<file path="config.mk">
export PLATFORM = sky130hd
export DESIGN_NAME = route_cmd_control_flat
export DESIGN_NICKNAME = d
export VERILOG_FILES = /design/src/rtl/route_cmd_control_if.sv /design/src/rtl/route_cmd_control.sv /design/src/flat_wrapper.sv
export SDC_FILE = /design/constraint.sdc
export NUM_CORES = 1
export LEC_CHECK = 0
export ABC_AREA = 1
export BUFFER_PORTS_ARGS = -buffer_cell sky130_fd_sc_hd__buf_2
export CORE_MARGIN = 2
export CORE_UTILIZATION = 30
export DETAILED_ROUTE_END_ITERATION = 12
export HOLD_SLACK_MARGIN = 0.06
export PLACE_DENSITY = 0.56
export SLEW_MARGIN = 30
export SYNTH_ARGS = -nofsm -noshare
export SYNTH_HDL_FRONTEND = slang
export SYNTH_SLANG_ARGS = --single-unit
</file>
<file path="constraint.sdc">
create_clock -name clk -period 1.9 [get_ports clk]
set_clock_uncertainty 0.05 [all_clocks]
set_input_delay 0 -clock clk [delete_from_list [all_inputs] [get_ports clk]]
set_output_delay 0 -clock clk [all_outputs]
set_load 0.1 [all_outputs]
</file>
<file path="src/rtl/route_cmd_control_if.sv">
// Command and barcode-ID handshake channels into route_cmd_control.
// Latency: wires only; no storage.
// Backpressure: none; each held valid is released by its consume pulse.
//
// Signals:
//   cmd / cmd_rdy / clr_cmd_rdy : UART command word, held valid, consume pulse
//   ID  / ID_vld  / clr_ID_vld  : barcode station ID, held valid, consume pulse
// Modports: master = upstream producers, slave = route_cmd_control.
interface route_cmd_control_if #(
  parameter int ID_W = 6
) ();
  logic [ID_W+1:0] cmd;
  logic            cmd_rdy;
  logic            clr_cmd_rdy;
  logic [ID_W-1:0] ID;
  logic            ID_vld;
  logic            clr_ID_vld;

  modport master (
    output cmd, cmd_rdy, ID, ID_vld,
    input  clr_cmd_rdy, clr_ID_vld
  );

  modport slave (
    input  cmd, cmd_rdy, ID, ID_vld,
    output clr_cmd_rdy, clr_ID_vld
  );
endinterface

</file>
<file path="src/rtl/route_cmd_control.sv">
// Queued multi-stop route controller: commands fill a destination FIFO and
// barcode IDs matching the head pop it.
// Latency: state/q_cnt update on the edge sampling a command or a matching ID;
// arrived/ovf are registered one-cycle pulses.
// Backpressure: none; every command is consumed at once, and an ID is deferred
// one cycle when it collides with a command.
//
// Ports:
//   clk, rst    : clock, synchronous active-high reset
//   bus         : command / ID channels (slave modport)
//   OK2Move     : path clear from proximity sensing
//   in_transit  : route active (registered state bit)
//   go          : motion enable = in_transit & OK2Move
//   buzz/buzz_n : differential piezo drive, active while blocked in transit
//   arrived     : pulse on head match
//   ovf         : pulse when a push is dropped on a full queue
//   q_cnt       : queue occupancy
module route_cmd_control #(
  parameter int ID_W      = 6,
  parameter int DEPTH     = 4,
  parameter int BUZZ_HALF = 4
) (
  input  logic                       clk,
  input  logic                       rst,
  route_cmd_control_if.slave         bus,
  input  logic                       OK2Move,
  output logic                       in_transit,
  output logic                       go,
  output logic                       buzz,
  output logic                       buzz_n,
  output logic                       arrived,
  output logic                       ovf,
  output logic [$clog2(DEPTH+1)-1:0] q_cnt
);

  localparam int CNT_W = $clog2(DEPTH+1);
  localparam int PTR_W = $clog2(DEPTH);
  localparam int BC_W  = $clog2(BUZZ_HALF) + 1;

  typedef enum logic {IDLE = 1'b0, TRANSIT = 1'b1} state_t;
  typedef enum logic [1:0] {
    OP_STOP   = 2'b00,
    OP_GO     = 2'b01,
    OP_ENQ    = 2'b10,
    OP_RESUME = 2'b11
  } op_t;

  state_t           state;
  logic [ID_W-1:0]  mem [DEPTH];
  logic [PTR_W-1:0] wr_ptr, rd_ptr;
  logic [BC_W-1:0]  bcnt;
  logic             buzz_act;

  op_t             op;
  logic [ID_W-1:0] dest;
  logic [ID_W-1:0] head;
  logic            full, is_push_op, do_push, ovf_evt, do_pop, buzz_cond;

  function automatic logic [PTR_W-1:0] ptr_inc(input logic [PTR_W-1:0] p);
    return (p == PTR_W'(DEPTH-1)) ? '0 : p + 1'b1;
  endfunction

  assign op         = op_t'(bus.cmd[ID_W+1:ID_W]);
  assign dest       = bus.cmd[ID_W-1:0];
  assign head       = mem[rd_ptr];
  assign full       = (q_cnt == CNT_W'(DEPTH));
  assign is_push_op = bus.cmd_rdy && (op == OP_GO || op == OP_ENQ);
  assign do_push    = is_push_op && !full;
  assign ovf_evt    = is_push_op && full;
  // A pending command takes the cycle; the ID stays held and is seen next cycle.
  assign do_pop     = !bus.cmd_rdy && bus.ID_vld && (state == TRANSIT) &&
                      (q_cnt != '0) && (bus.ID == head);

  assign bus.clr_cmd_rdy = bus.cmd_rdy;
  assign bus.clr_ID_vld  = bus.ID_vld && !bus.cmd_rdy;

  assign in_transit = (state == TRANSIT);
  assign go         = in_transit && OK2Move;
  assign buzz_cond  = in_transit && !OK2Move;

  // Queue storage needs no reset: occupancy and pointers define validity.
  always_ff @(posedge clk) begin
    if (do_push) mem[wr_ptr] <= dest;
  end

  always_ff @(posedge clk) begin
    if (rst) begin
      state   <= IDLE;
      wr_ptr  <= '0;
      rd_ptr  <= '0;
      q_cnt   <= '0;
      arrived <= 1'b0;
      ovf     <= 1'b0;
    end else begin
      arrived <= do_pop;
      ovf     <= ovf_evt;
      if (do_push) begin
        wr_ptr <= ptr_inc(wr_ptr);
        q_cnt  <= q_cnt + 1'b1;
      end
      if (do_pop) begin
        rd_ptr <= ptr_inc(rd_ptr);
        q_cnt  <= q_cnt - 1'b1;
      end
      if (bus.cmd_rdy) begin
        case (op)
          OP_STOP: begin
            wr_ptr <= '0;
            rd_ptr <= '0;
            q_cnt  <= '0;
            state  <= IDLE;
          end
          OP_GO:     state <= TRANSIT;
          OP_RESUME: if (q_cnt != '0) state <= TRANSIT;
          default: ;
        endcase
      end else if (do_pop && q_cnt == CNT_W'(1)) begin
        state <= IDLE;
      end
    end
  end

  // Buzzer: the first active edge loads buzz=1, then toggles every BUZZ_HALF
  // cycles; losing the condition parks both legs low.
  always_ff @(posedge clk) begin
    if (rst || !buzz_cond) begin
      buzz     <= 1'b0;
      buzz_n   <= 1'b0;
      bcnt     <= '0;
      buzz_act <= 1'b0;
    end else if (!buzz_act) begin
      buzz_act <= 1'b1;
      buzz     <= 1'b1;
      buzz_n   <= 1'b0;
      bcnt     <= '0;
    end else if (bcnt == BC_W'(BUZZ_HALF-1)) begin
      bcnt   <= '0;
      buzz   <= ~buzz;
      buzz_n <= buzz;
    end else begin
      bcnt <= bcnt + 1'b1;
    end
  end

endmodule

</file>
<file path="src/flat_wrapper.sv">
// flat-port wrapper written by rule: the top's interface ports become plain ports
module route_cmd_control_flat 
#(
  parameter int ID_W      = 6,
  parameter int DEPTH     = 4,
  parameter int BUZZ_HALF = 4
)
  (clk, rst, OK2Move, in_transit, go, buzz, buzz_n, arrived, ovf, q_cnt, bus_cmd, bus_cmd_rdy, bus_ID, bus_ID_vld, bus_clr_cmd_rdy, bus_clr_ID_vld);
  route_cmd_control_if #(.ID_W(ID_W)) bus_i ();
  input  logic clk;
  input  logic rst;
  input  logic OK2Move;
  output logic in_transit;
  output logic go;
  output logic buzz;
  output logic buzz_n;
  output logic arrived;
  output logic ovf;
  output logic [$clog2(DEPTH+1)-1:0] q_cnt;
  input wire logic [$bits(bus_i.cmd)-1:0] bus_cmd;
  input wire logic [$bits(bus_i.cmd_rdy)-1:0] bus_cmd_rdy;
  input wire logic [$bits(bus_i.ID)-1:0] bus_ID;
  input wire logic [$bits(bus_i.ID_vld)-1:0] bus_ID_vld;
  output wire logic [$bits(bus_i.clr_cmd_rdy)-1:0] bus_clr_cmd_rdy;
  output wire logic [$bits(bus_i.clr_ID_vld)-1:0] bus_clr_ID_vld;
  assign bus_i.cmd = bus_cmd;
  assign bus_i.cmd_rdy = bus_cmd_rdy;
  assign bus_i.ID = bus_ID;
  assign bus_i.ID_vld = bus_ID_vld;
  assign bus_clr_cmd_rdy = bus_i.clr_cmd_rdy;
  assign bus_clr_ID_vld = bus_i.clr_ID_vld;
  route_cmd_control #(.ID_W(ID_W), .DEPTH(DEPTH), .BUZZ_HALF(BUZZ_HALF)) u_core (.clk(clk), .rst(rst), .bus(bus_i), .OK2Move(OK2Move), .in_transit(in_transit), .go(go), .buzz(buzz), .buzz_n(buzz_n), .arrived(arrived), .ovf(ovf), .q_cnt(q_cnt));
endmodule
</file>
# Yosys cells after proc, flatten, opt, wreduce, memory -nomap -nowiden
# Memories as Yosys holds them, arrays and structs flattened. A register that Yosys moved wholly into a read port is not among the register bits.
# Index checks and enable logic that the tools add are counted.
dict set report totals {
  regBits 16
  mem_bits_rw 24
  input_bits 19
  output_inout_bits 11
  word_cells 74
  n_memories 1
}
dict set report op_classes {
  addsub 5
  eq_ne 12
  muxes 22
  n_bitwise 2
  n_reduce_logical 22
}
# name depth width read_ports rd_ports_with_merged_regs wr line_no
set memory_table {}
lappend memory_table {u_core.mem 4 6 1 1 1 route_cmd_control.sv:49} ;# logic [ID_W-1:0] mem [DEPTH];
# operator n
set op_table {}
lappend op_table {{$mux W2} 9}
lappend op_table {{$mux W3} 4}
lappend op_table {{$logic_and A1 B1 Y1} 10}
lappend op_table {{$eq A2 B2 Y1 const B} 4}
lappend op_table {{$mux W1} 8}
lappend op_table {{$add A3 B1 Y3 const B} 2}
lappend op_table {{$eq A6 B6 Y1} 1}
lappend op_table {{$add A2 B1 Y2 const B} 2}
lappend op_table {{$logic_not A1 Y1} 4}
lappend op_table {{$ne A4 B1 Y1 const B} 1}
lappend op_table {{$eq A3 B1 Y1 const B} 1}
lappend op_table {{$eq A3 B2 Y1 const B} 1}
lappend op_table {{$eq A3 B3 Y1 const B} 1}
lappend op_table {{$ne A3 B2 Y1 const B} 1}
lappend op_table {{$pmux W1 S3} 1}
lappend op_table {{$reduce_and A3 Y1} 1}
lappend op_table {{$reduce_bool A3 Y1} 1}
lappend op_table {{$reduce_or A3 Y1} 1}
lappend op_table {{$sub A3 B1 Y3 const B} 1}
lappend op_table {{$eq A2 B1 Y1 const B} 1}
lappend op_table {{$logic_not A2 Y1} 1}
lappend op_table {{$logic_or A1 B1 Y1} 2}
lappend op_table {{$ne A2 B2 Y1 const B} 1}
lappend op_table {{$not A1 Y1} 2}
lappend op_table {{other kinds (2)} 2}

# Depth between registers and ports, before layout
dict set report logic_depth {
  ltp_word 9
  depth_mapped 15
  ltp_nobuf 14
}

# Worst setup path after synthesis
# OpenSTA, ideal clock, no wires.
dict set report synth_timing {
  kind {register to register}
  start {register u_core.q_cnt[0]}
  end {memory u_core.mem[0][0], enable pin}
  setup_ns 0.350
  arrival_time_ns 2.287
  required_time_ns 1.500
  slack_ns -0.787
  path_stages_with_launch 6
  path_buffers 0
  synth_period_minus_slack_ns 2.687
  path_cell_list {dfxtp_1 > inv_1 > ha_1 > a21oi_1 > clkinv_1 > nor2_1}
}
dict set report synth_between {
  elab_chain_len 5
}
# element line_no
set synth_lines {}
lappend synth_lines {{from (decl)} route_cmd_control.sv:33} ;# output logic [$clog2(DEPTH+1)-1:0] q_cnt
lappend synth_lines {{from (signal assigned)} route_cmd_control.sv:99} ;# q_cnt <= q_cnt + 1'b1;
lappend synth_lines {{from (signal assigned)} route_cmd_control.sv:103} ;# q_cnt <= q_cnt - 1'b1;
lappend synth_lines {{$eq A3 B3 Y1} route_cmd_control.sv:66} ;# assign full = (q_cnt == CNT_W'(DEPTH));
lappend synth_lines {{$logic_not A1 Y1} route_cmd_control.sv:68} ;# assign do_push = is_push_op && !full;
lappend synth_lines {{$logic_and A1 B1 Y1} route_cmd_control.sv:68}
lappend synth_lines {{$mux W1} route_cmd_control.sv:83} ;# if (do_push) mem[wr_ptr] <= dest;
lappend synth_lines {{$mux W1 (not written as such)} route_cmd_control.sv:83}
lappend synth_lines {{to (decl)} route_cmd_control.sv:49}
# No other way between the ends.

# Worst setup path after layout
dict set report layout_timing {
  start {register u_core.q_cnt[0]}
  end {memory u_core.mem[1][1], enable pin}
}
# The elaborated chain is that of the path after synthesis.

==> out/qor.csv <==
metric;value;unit
grt_usage;12.0;%
status;finished clean;
vias_per_cell;4.34;
hold_path_class;input pin to register;
die_w;84.0;um
syn_area;1920;sq um
die-area;7060;sq um
grt_pass1_wl;6.64;mm
start_util;30.6;%
std_cell_rows;29;
drt-wirelength-per-cell;11.5;um
io_buffer_count;29;
rsz0062_at_grt;yes;
worst_pin_slew;0.540;ns
first_global_vias;1425;
antenna_cells;0;
cts_buffers;5;
cts_root_buf;clkbuf_8;
cp-end-kind;register;
cts.reportedPaths.clkPinSlew;0.08;ns
post-route-min-period;1.79;ns
area_growth;27.2;%
clockBufferDepth;2;
h-tree-depth;2;
vdd_drop_max;333;uV
leakagePower;1.10;nW
cts_tree;done;
ant_nets;0;
slew_viol_final;0;
drive_above_1_share;22.3;%
grt_max_degree;15;
dp_cells;323;
layout_commonest_cell;nand2_1;
syn_nets;250;
drt-pass1-iter-count;4;
cap_violations;0;
yosysSeqAreaShare;54.2;%
powerDensity;775;nW/um^2
hold_viol_final;0;
path_class;register to register;
finalSetupViolCount;0;
total_power;1.89;mW
insertion_delay;0.30;ns
cp.required;1.82;ns
ys_ff_latch;40;
worst_setup_path_start_kind;register;
place.gp.congestion;0.816;
hold_slack;0.142;ns
syn_area_per_cell;8.85;sq um
die_y;84.0;um
ioPinCount;30;
hpwlAfterDp;2.97;mm
final_cells;342;
nets;297;
synth_cell_types;21;
coreArea;6280;sq um
synth_cells;217;
post-route-util;38.9;%
drt_iter0_markers;79;
grt_overflow;0;
postCtsSetupRepairBufs;0;
antenna_found_initial;0;
place_area;2190;sq um
final_area;2440;sq um
worst_slew_margin_rel;64.0;%
cp.arrival;1.71;ns
path_max_fanout;9;
drt_drc_violations_left;0;
yosys_warnings;0;
cts_num_sinks;40;
layout_common_cells;56 x nand2_1, 29 x buf_2, 27 x inv_1;
vias;1484;
fin_crit_sh;94.0;%
fmax;0.560;GHz
routed_wl;3.92;mm
-- critical path, cell delays in order, from the launching register on --
cell      delay [ns]
dfxtp_4         0.37
inv_1           0.08
ha_1            0.23
a21oi_2         0.19
clkinv_2        0.21
nor2_2          0.33
-- cell families after synthesis --
family	after synthesis	synth area share (%)
xor gates and xnor gates	2	0.912
buffers and inverters	36	7.88
adders and majority gates	14	9.12
and+or+nand+nor	113	24.8
DFF	40	54.2
AOI/OAI and AO/OA	12	3.13
-- routing by layer --
layer	vias up	wire length [um]	GRT usage (%)
met3	9	130	2.47
met2	23	1830	19.5
met5	-	0	0
met4	0	87	6.16
met1	669	1870	15.1
li1	783	-	-
-- cell usage after synthesis, drive strengths merged --
cell type / number / share of area, %
nand2: 57 / 11
inv: 30 / 5.9
nor2: 29 / 5.9
edfxtp: 24 / 38
nand3: 22 / 5.7
dfxtp: 16 / 17
ha: 14 / 9.1
a21oi: 7 / 1.8
o21ai: 5 / 1.3
buf: 4 / 1.6
nand3b: 3 / 1.2
clkinv: 2 / 0.39
xnor2: 2 / 0.91
nand4: 1 / 0.33
nor4: 1 / 0.33
-- through the flow --
stage | setup WS (ns) | TNS [ns]
after floorplan | 0.0227 | 0
after global placement | 0.0572 | 0
after detailed placement | 0.0598 | 0
after CTS | 0.0406 | 0
after global routing | -0.00888 | -0.0277
final | 0.114 | 0
-- cell type report --
type	instances	area, sq um
flip-flops and latches	40	1050
well taps	77	96.3
clock inverters	3	47.5
fillers	666	3830
multi-input cells	141	772
clock buffers	5	68.8
inverters	32	121
repair buffers	44	285
-- path summary, 6_finish.rpt --
path	startpoint	end	slack, ns	depth (start not counted)
max reg2reg	u_core.q_cnt[0]$_SDFF_PP0_	u_core.mem[1][1]$_DFFE_PP_	0.11	5
max	u_core.q_cnt[0]$_SDFF_PP0_	u_core.mem[1][1]$_DFFE_PP_	0.11	5
min reg2reg	u_core.bcnt[0]$_SDFF_PP0_	u_core.bcnt[0]$_SDFF_PP0_	0.37	1
min	bus_ID[1]	u_core.arrived$_SDFF_PP0_	0.14	6
-- registers in the layout (all words and copies together) (netlist names) --
signal             flops
u_core.buzz_act        1
u_core.buzz            1
u_core.buzz_n          1
u_core.bcnt            3
u_core.ovf             1
u_core.rd_ptr          2
u_core.wr_ptr          2
u_core.in_transit      1
u_core.arrived         1
u_core.q_cnt           3
u_core.mem            24
-- what timing repair did --
| item | in CTS | in global routing |
|---|---|---|
| gates resized for setup | 0 | 6 |
| hold buffers | 11 | 0 |
| endpoints found under the hold margin | 31 | 0 |
| endpoints found under the setup margin | 0 | 17 |
-- power breakdown --
| group | internal [mW] | total, mW | switching, mW | leakage [nW] |
|---|---|---|---|---|
| registers | 0.941 | 0.952 | 0.0107 | 0.350 |
| logic | 0.0724 | 0.225 | 0.153 | 0.696 |
| clock network | 0.396 | 0.715 | 0.319 | 0.0583 |
| total | 1.41 | 1.89 | 0.483 | 1.10 |
Note: power is estimated with default switching activity, not from simulation.
